===== src/rtl/pipelined_sklansky_adder_pkg.sv =====
// Shared constants and placement helpers for the pipelined Sklansky adder.
// Flags feature macro: SKLANSKY_ADDER_FLAGS_EN.
package pipelined_sklansky_adder_pkg;

  function automatic int log2_ceil(input int n);
    int r;
    r = 0;
    while ((1 << r) < n) r++;
    return r;
  endfunction

  // Prefix boundary at which pipeline rank k (1-based) sits.
  function automatic int rank_level(
    input int k,
    input int levels,
    input int stages
  );
    return (k * levels) / (stages + 1);
  endfunction

  // Rank index (0-based) sitting at boundary b, or -1 for a plain wire.
  function automatic int rank_at(
    input int b,
    input int levels,
    input int stages
  );
    int r;
    r = -1;
    for (int k = 1; k <= stages; k++)
      if (rank_level(k, levels, stages) == b) r = k - 1;
    return r;
  endfunction

endpackage


===== src/rtl/sklansky_prefix_level.sv =====
// One combinational Sklansky prefix level on (G,P) pairs.
// Bits with bit LEVEL set merge with the top of the lower half-block.
module sklansky_prefix_level #(
  parameter int INPUT_SIZE = 64,
  parameter int LEVEL = 0
) (
  input  logic [INPUT_SIZE-1:0] g_in,
  input  logic [INPUT_SIZE-1:0] p_in,
  output logic [INPUT_SIZE-1:0] g_out,
  output logic [INPUT_SIZE-1:0] p_out
);

  for (genvar i = 0; i < INPUT_SIZE; i++) begin : g_bit
    if (((i >> LEVEL) & 1) == 1) begin : g_op
      localparam int J = ((i >> LEVEL) << LEVEL) - 1;
      assign g_out[i] = g_in[i] | (p_in[i] & g_in[J]);
      assign p_out[i] = p_in[i] & p_in[J];
    end else begin : g_pass
      assign g_out[i] = g_in[i];
      assign p_out[i] = p_in[i];
    end
  end

endmodule


===== src/rtl/pipelined_sklansky_adder.sv =====
// Pipelined Sklansky adder/subtractor with valid/ready flow control.
// Optional flag outputs enabled by SKLANSKY_ADDER_FLAGS_EN.
module pipelined_sklansky_adder
  import pipelined_sklansky_adder_pkg::*;
#(
  parameter int INPUT_SIZE = 64,
  parameter int PIPE_STAGES = 2
) (
  input  logic                  clock,
  input  logic                  reset_n,
  input  logic                  valid_i,
  output logic                  ready_o,
  input  logic [INPUT_SIZE-1:0] A,
  input  logic [INPUT_SIZE-1:0] B,
  input  logic                  c_in,
  input  logic                  sub,
  output logic                  valid_o,
  input  logic                  ready_i,
  output logic [INPUT_SIZE-1:0] S,
  output logic                  c_out
`ifdef SKLANSKY_ADDER_FLAGS_EN
  ,
  output logic                  zero_o,
  output logic                  negative_o,
  output logic                  overflow_o
`endif
);

  localparam int N = INPUT_SIZE;
  localparam int L = log2_ceil(N);
  localparam int PS = PIPE_STAGES;

  if (N < 2 || (1 << L) != N) begin : g_bad_size
    $error("INPUT_SIZE must be a power of two >= 2");
  end
  if (PS < 0 || PS > L) begin : g_bad_stages
    $error("PIPE_STAGES must lie in 0..log2(INPUT_SIZE)");
  end

  typedef struct packed {
    logic [N-1:0] g;
    logic [N-1:0] p;
    logic [N-1:0] x;
    logic         c;
  } node_t;

  logic [PS:0]  v;
  logic [PS:0]  ld;
  logic [PS:0]  vin;
  logic [N-1:0] bx;
  logic         cx;

  assign bx = sub ? ~B : B;
  assign cx = sub ? ~c_in : c_in;

  // Load chain: a rank advances when empty or when its successor advances
  always_comb begin
    ld = '0;
    vin = '0;
    ld[PS] = !v[PS] || ready_i;
    for (int r = PS - 1; r >= 0; r--)
      ld[r] = !v[r] || ld[r+1];
    vin[0] = valid_i;
    for (int r = 1; r <= PS; r++)
      vin[r] = v[r-1];
  end

  assign ready_o = ld[0];
  assign valid_o = v[PS];

  // Valid bits move forward whenever their rank loads
  always_ff @(posedge clock) begin
    if (!reset_n) v <= '0;
    else
      for (int r = 0; r <= PS; r++)
        if (ld[r]) v[r] <= vin[r];
  end

  for (genvar b = 0; b <= L; b++) begin : g_bound
    localparam int R = rank_at(b, L, PS);
    logic [N-1:0] ig, ip, ix;
    logic         ic;
    logic [N-1:0] og, op, ox;
    logic         oc;

    if (b == 0) begin : g_src
      assign ig = A & bx;
      assign ip = A ^ bx;
      assign ix = A ^ bx;
      assign ic = cx;
    end else begin : g_chain
      assign ig = g_bound[b-1].g_lvl.lg;
      assign ip = g_bound[b-1].g_lvl.lp;
      assign ix = g_bound[b-1].ox;
      assign ic = g_bound[b-1].oc;
    end

    if (R >= 0) begin : g_rank
      node_t q;
      // Rank captures the partial prefix state only on a valid advance
      always_ff @(posedge clock) begin
        if (!reset_n) q <= '0;
        else if (ld[R] && vin[R])
          q <= '{g: ig, p: ip, x: ix, c: ic};
      end
      assign og = q.g;
      assign op = q.p;
      assign ox = q.x;
      assign oc = q.c;
    end else begin : g_wire
      assign og = ig;
      assign op = ip;
      assign ox = ix;
      assign oc = ic;
    end

    if (b < L) begin : g_lvl
      logic [N-1:0] lg, lp;
      sklansky_prefix_level #(
        .INPUT_SIZE(N),
        .LEVEL(b)
      ) u_level (
        .g_in (og),
        .p_in (op),
        .g_out(lg),
        .p_out(lp)
      );
    end
  end

  logic [N-1:0] fg, fp, fx, cy, s_d;
  logic         fc;

  assign fg = g_bound[L].og;
  assign fp = g_bound[L].op;
  assign fx = g_bound[L].ox;
  assign fc = g_bound[L].oc;
  assign cy = fg | (fp & {N{fc}});
  assign s_d = fx ^ {cy[N-2:0], fc};

  // Output rank holds its result until the consumer takes it
  always_ff @(posedge clock) begin
    if (!reset_n) begin
      S <= '0;
      c_out <= 1'b0;
`ifdef SKLANSKY_ADDER_FLAGS_EN
      zero_o <= 1'b0;
      negative_o <= 1'b0;
      overflow_o <= 1'b0;
`endif
    end else if (ld[PS] && vin[PS]) begin
      S <= s_d;
      c_out <= cy[N-1];
`ifdef SKLANSKY_ADDER_FLAGS_EN
      zero_o <= (s_d == '0);
      negative_o <= s_d[N-1];
      overflow_o <= cy[N-1] ^ cy[N-2];
`endif
    end
  end

endmodule


===== config.mk =====
export PLATFORM = sky130hd
export DESIGN_NAME = pipelined_sklansky_adder
export DESIGN_NICKNAME = d
export VERILOG_FILES = /design/src/rtl/pipelined_sklansky_adder_pkg.sv /design/src/rtl/sklansky_prefix_level.sv /design/src/rtl/pipelined_sklansky_adder.sv
export SDC_FILE = /design/constraint.sdc
export NUM_CORES = 1
export LEC_CHECK = 0
export BUFFER_PORTS_ARGS = -buffer_cell sky130_fd_sc_hd__buf_2
export CORE_MARGIN = 2
export CORE_UTILIZATION = 25
export CTS_BUF_LIST = sky130_fd_sc_hd__clkbuf_4
export CTS_CLUSTER_DIAMETER = 200
export DETAILED_ROUTE_END_ITERATION = 10
export GPL_ROUTABILITY_DRIVEN = 0
export PLACE_DENSITY_LB_ADDON = 0.15
export RECOVER_POWER = 50
export SLEW_MARGIN = 10
export SYNTH_ARGS = -nofsm -noshare
export SYNTH_HDL_FRONTEND = slang
export SYNTH_SLANG_ARGS = --single-unit

===== constraint.sdc =====
create_clock -name clock -period 4.6 [get_ports clock]
set_input_delay 0 -clock clock [delete_from_list [all_inputs] [get_ports clock]]
set_output_delay 0 -clock clock [all_outputs]
set_load 0.005 [all_outputs]

Word-level counts from Yosys, hierarchy flattened:

Cells that the tools add are included.

* output and inout port bits: 67
* flip-flop bits (word level): 454

* reduce and logical (&&, ||, !) cells: 9
* muxes and demuxes: 2
* bitwise logic cells: 583

Operators with widths (number)
* 1-bit bitwise AND: 384
* 1-bit bitwise OR: 192
* 64-bit bitwise AND: 2
* 64-bit XOR: 2
* 64-bit two-way mux: 1
* 64-bit NOT: 1
* 64-bit bitwise OR: 1
* 1-bit logical AND: 3
* 1-bit logical NOT: 3
* 1-bit logical OR: 3
* 1-bit two-way mux: 1
* 1-bit NOT: 1

Logic depth before layout (Yosys ltp):

* depth after elaboration: 7
* mapped depth: 8

Hierarchy:

From an unflattened synthesis, not the netlist that was laid out.

* cells, all modules: 2818
* area, all modules: 25144.1 um^2

Modules (own cells, without submodules)
* pipelined_sklansky_adder: times used 1, cells each 2034, area an instance 19418.6 um^2
* sklansky_prefix_level at g_bound[1].g_lvl.u_level ...: times used 2, cells each 128, area an instance 920.9 um^2
* sklansky_prefix_level at g_bound[4].g_lvl.u_level: times used 1, cells each 134, area an instance 984.7 um^2
* sklansky_prefix_level at g_bound[5].g_lvl.u_level: times used 1, cells each 134, area an instance 972.2 um^2
* sklansky_prefix_level at g_bound[3].g_lvl.u_level: times used 1, cells each 132, area an instance 965.9 um^2
* sklansky_prefix_level at g_bound[0].g_lvl.u_level: times used 1, cells each 128, area an instance 960.9 um^2

Worst setup path after synthesis:

OpenSTA, ideal clock, no wires.

* path kind: input -> register
* start point: input port sub
* end point: register g_bound[2].g_rank.q (netlist bit g_bound[2].og[3])
* required time: 4478 ps
* library setup time: 122 ps
* stages on the path: 8
* path slack: 2894 ps
* arrival: 1585 ps
* cell sequence: clkbuf_1 buf_2 xor2_1 ha_1 a21o_1 a21o_1 a21oi_1 a21oi_1

* longest elaborated chain between the ends: 6

Ends and longest elaborated chain
* start, declared: line pipelined_sklansky_adder.sv:16 `input logic sub,`
* 64-bit two-way mux: line pipelined_sklansky_adder.sv:53 `assign bx = sub ? ~B : B;`
* 64-bit XOR: line pipelined_sklansky_adder.sv:88 `assign ip = A ^ bx;`
* net g_bound[0].g_lvl.u_level.p_in[1]: line sklansky_prefix_level.sv:8 `input logic [INPUT_SIZE-1:0] p_in,`
* 1-bit bitwise AND: line sklansky_prefix_level.sv:16 `assign g_out[i] = g_in[i] | (p_in[i] & g_in[J]);`
* 1-bit bitwise OR: line sklansky_prefix_level.sv:16
* 1-bit bitwise AND: line sklansky_prefix_level.sv:16
* 1-bit bitwise OR: line sklansky_prefix_level.sv:16
* end signal, assigned: line pipelined_sklansky_adder.sv:104 `q <= '{g: ig, p: ip, x: ix, c: ic};`
* end, declared: line pipelined_sklansky_adder.sv:99 `node_t q;`

The timed path passes the listed nets, and every way through them passes these cells.
A chain may end at the register's enable or synchronous reset.

Final worst setup path:

* start point: register v[0]
* end point: register g_bound[2].g_rank.q (netlist bit g_bound[2].og[0])

* longest elaborated chain between the ends: 3

Ends and longest elaborated chain
* start, declared: line pipelined_sklansky_adder.sv:47 `logic [PS:0] v;`
* start signal, assigned by index: line pipelined_sklansky_adder.sv:76 `if (ld[r]) v[r] <= vin[r];`
* 1-bit logical NOT: line pipelined_sklansky_adder.sv:62 `ld[r] = !v[r] || ld[r+1];`
* 1-bit logical OR: line pipelined_sklansky_adder.sv:62
* 1-bit logical AND: line pipelined_sklansky_adder.sv:103 `else if (ld[R] && vin[R])`

Every way passes these cells.

==> flow_metrics.tcl <==
set metrics [dict create \
    rows 103 \
    fmax_ghz 0.278 \
    tritoncts "yes" \
    hold_violations 0 \
    power.density_mw_per_mm2 343 \
    maxCapViolations 6 \
    r2r_start "v[0]" \
    final_cells 3904 \
    netlist_instances 2346 \
    holdPathEnd "g_bound[2].ox[31]" \
    clock_power_share_pct 39.9 \
    violations "capacitance limit, slew limit" \
    cts.sinks 434 \
    synthTopCellsByCount "nand2_1 (533), dfxtp_1 (434), a21boi_1 (175)" \
    cp-start-kind "register" \
    intPower_mw 6.38 \
    rrSetupSlack_ns 1.0 \
    ir_drop_mv 0.134 \
    cts_buffer_depth 3 \
    multi_input_area_sq_mm 0.0104 \
    synth_top_flop_cell "dfxtp_1" \
    wl_per_cell_um 16.6 \
    power_frac_seq_pct 45.9 \
    fp.dieH_um 287 \
    fillers 8445 \
    cts_root_buffer "clkbuf_4" \
    grt_pass1_wl_um 102000 \
    path_clk_slew_ns 0.07 \
    ys_ff_latch 434 \
    vias 18100 \
    tightest_slew_ns 1.98 \
    place_inst 3436 \
    grt_use_total_pct 15.6 \
    syn_area_sq_mm 0.0200 \
    io_buffers 200 \
    clock_skew_ns 0.0625 \
    ant_nets 0 \
    critPathCaptureType "register" \
    drv_slew 331 \
    setup_tns_ns 0 \
    setup_violations 0 \
    synth_nets 2545 \
    wirelength_um 64700 \
    crit_arrival_ns 4.38 \
    status "finished with violations" \
    hp-class "primary input to register" \
    post-route-drc-count 0 \
    final_util_pct 32.6 \
    p_switching_mw 2.44 \
    postCtsSetupBuffers 0 \
    slew_headroom_pct -32.4 \
    clock_latency_ns 0.87 \
    numCtsBuffers 119 \
    synth_async_sr_flop_share_pct 0 \
    synth_edf_count 0 \
    crit_type "register to register" \
    synth_most_common_cell "nand2_1" \
    crit_required_ns 5.38 \
    h-tree-depth 3 \
    p_comb_share_pct 14.2 \
    fin_crit_ns 3.60 \
    grt_antenna_before_repair 2 \
    avgSynthCellArea_sq_um 8.51 \
    whs_ns 0.176 \
    viasPerCell 4.63 \
    final_nets 2964 \
    critical_path.startpoint "v[0]" \
    area_delta_synth_final_pct 28.9 \
    synth_area_leaders "dfxtp_1 (44%), nand2_1 (10%), a21boi_1 (6.6%)" \
    drive_above_1_share_pct 14.0 \
    swShare_pct 27.7 \
    grt_pass1_vias 18200 \
    drt-pass1-iter-count 5 \
    synth_top_cell_area_share_pct 43.5 \
    post_synth_num_cell_types 49 \
    hp-start "A[31]" \
    coreArea_sq_mm 0.0790 \
    drtIter0Drc 801 \
    grt_max_degree 176 \
    period_share_pct 78.3 \
    regArea_sq_mm 0.00869 \
    yosysWarningCount 0 \
    cp_max_fo 45 \
    start_util_pct 25.3 \
    rsz0062_at_grt "no" \
    grt-ovfl-total 0 \
    rr_endpoint "g_bound[2].og[0]" \
    synth.largest_area_cell "dfxtp_1" \
    hold_depth 5 \
    reg2reg_depth 6 \
    seq_area_frac_synth_pct 43.5 \
    die-area_sq_mm 0.0821 \
    io_pins 201 \
    p_leak_nw 9.86 \
    die_w_um 287 \
    post-dp-hpwl_um 39200 \
]
-- stage by stage --
step	instance area, sq um	setup WS [ns]	total power, mW
6_report	25700	0.996	8.82
5_1_grt	25700	0.626	9.35
2_1_floorplan	20000	2.89	4.78
3_5_place_dp	21700	1.97	5.16
4_1_cts	25800	1.45	9.00
3_3_place_gp	21700	2.05	5.15
-- layout by cell type (no fill, tap or decap), types with 25 or more instances in the layout --
| master | netlist | routed |
|---|---|---|
| dfxtp_1 | 434 | 434 |
| o21ai_0 | 25 | 26 |
| clkbuf_1 | 97 | 52 |
| nor3_1 | 43 | 43 |
| nand3_1 | 79 | 79 |
| xor2_1 | 64 | 64 |
| nor2b_1 | 46 | 45 |
| a21oi_1 | 112 | 112 |
| dlygate4sd3_1 | 0 | 258 |
| nand4_1 | 55 | 55 |
| a21o_1 | 40 | 40 |
| nand2_1 | 533 | 533 |
| ha_1 | 65 | 65 |
| a211oi_1 | 25 | 25 |
| a21boi_0 | 79 | 144 |
| clkbuf_4 | 0 | 187 |
| buf_2 | 66 | 146 |
| a21boi_1 | 175 | 110 |
| nand3b_1 | 60 | 60 |
| nor2_1 | 82 | 82 |
| a31oi_1 | 42 | 42 |
-- logic make-up (layout without fill, tap and decap cells) --
| group | after synthesis | count (layout) | share of synthesized area [%] |
|---|---|---|---|
| flip-flops | 434 | 434 | 43.5 |
| XOR/XNOR | 81 | 81 | 3.55 |
| multiplexers | 16 | 16 | 0.802 |
| AO/OA/AOI/OAI | 574 | 574 | 20.0 |
| adder cells (fa/ha/maj) | 65 | 65 | 4.07 |
| other | 0 | 2 | 0 |
| AND/OR/NAND/NOR | 985 | 985 | 23.6 |
| buffers and inverters | 191 | 697 | 4.41 |
-- layer usage --
| metal | global-route usage (%) | up-vias | part of all wire [%] |
|---|---|---|---|
| li1 | - | 9049 | - |
| met1 | 20.4 | 8586 | 47 |
| met2 | 25.7 | 332 | 46 |
| met3 | 2.84 | 94 | 4.4 |
| met4 | 5.41 | 2 | 2.1 |
| met5 | 0 | - | 0.017 |
-- registers in the layout, indices dropped and copies added, names as in the netlist --
| name | cells |
|---|---|
| fx | 60 |
| g_bound.ox | 48 |
| c_out | 1 |
| g_bound.og | 128 |
| fc | 1 |
| S | 64 |
| g_bound.oc | 1 |
| v | 3 |
| g_bound.op | 128 |
-- what timing repair did --
action / CTS / global route
resized for setup: 0 / 0
endpoints found under the hold margin: 401 / 0
hold buffers: 258 / 0
-- power by group through the flow --
stage | combinational (mW) | sequential [mW] | clock [mW]
finish | 1.25 | 4.05 | 3.52
global placement | 1.02 | 4.13 | 0
detailed placement | 1.03 | 4.13 | 0
floorplan | 0.699 | 4.09 | 0
CTS | 1.27 | 4.05 | 3.68
global route | 1.40 | 4.07 | 3.89
-- layout make-up --
type,instances,area share (%)
Tap cell,1050,5.11
Timing Repair Buffer,485,14.7
Antenna cell,2,0.0195
Multi-Input combinational cell,1721,40.5
Inverter,4,0.0584
Clock inverter,22,0.428
Clock buffer,186,5.43
Sequential cell,434,33.8
-- worst max path at each step --
| stage | cells past startpoint | slack, ns | end |
|---|---|---|---|
| final | 6 | 1.0 | g_bound[2].og[0] |
| after global routing | 6 | 0.63 | g_bound[2].og[0] |
| after CTS | 7 | 1.45 | g_bound[2].op[61] |
| after detailed placement | 5 | 1.97 | S[57] |
| after global placement | 5 | 2.05 | S[59] |
| after floorplan | 8 | 2.89 | g_bound[2].og[3] |
-- critical path: stages, from the launching register on --
cell and delay [ns]:
dfxtp_1 0.48, nand4b_1 0.20, nand2_1 1.46, buf_4 0.58, nand2_1 0.11, a21boi_1 0.15
dlygate4sd3_1 0.56
Note: power is estimated with default switching activity, not from simulation.
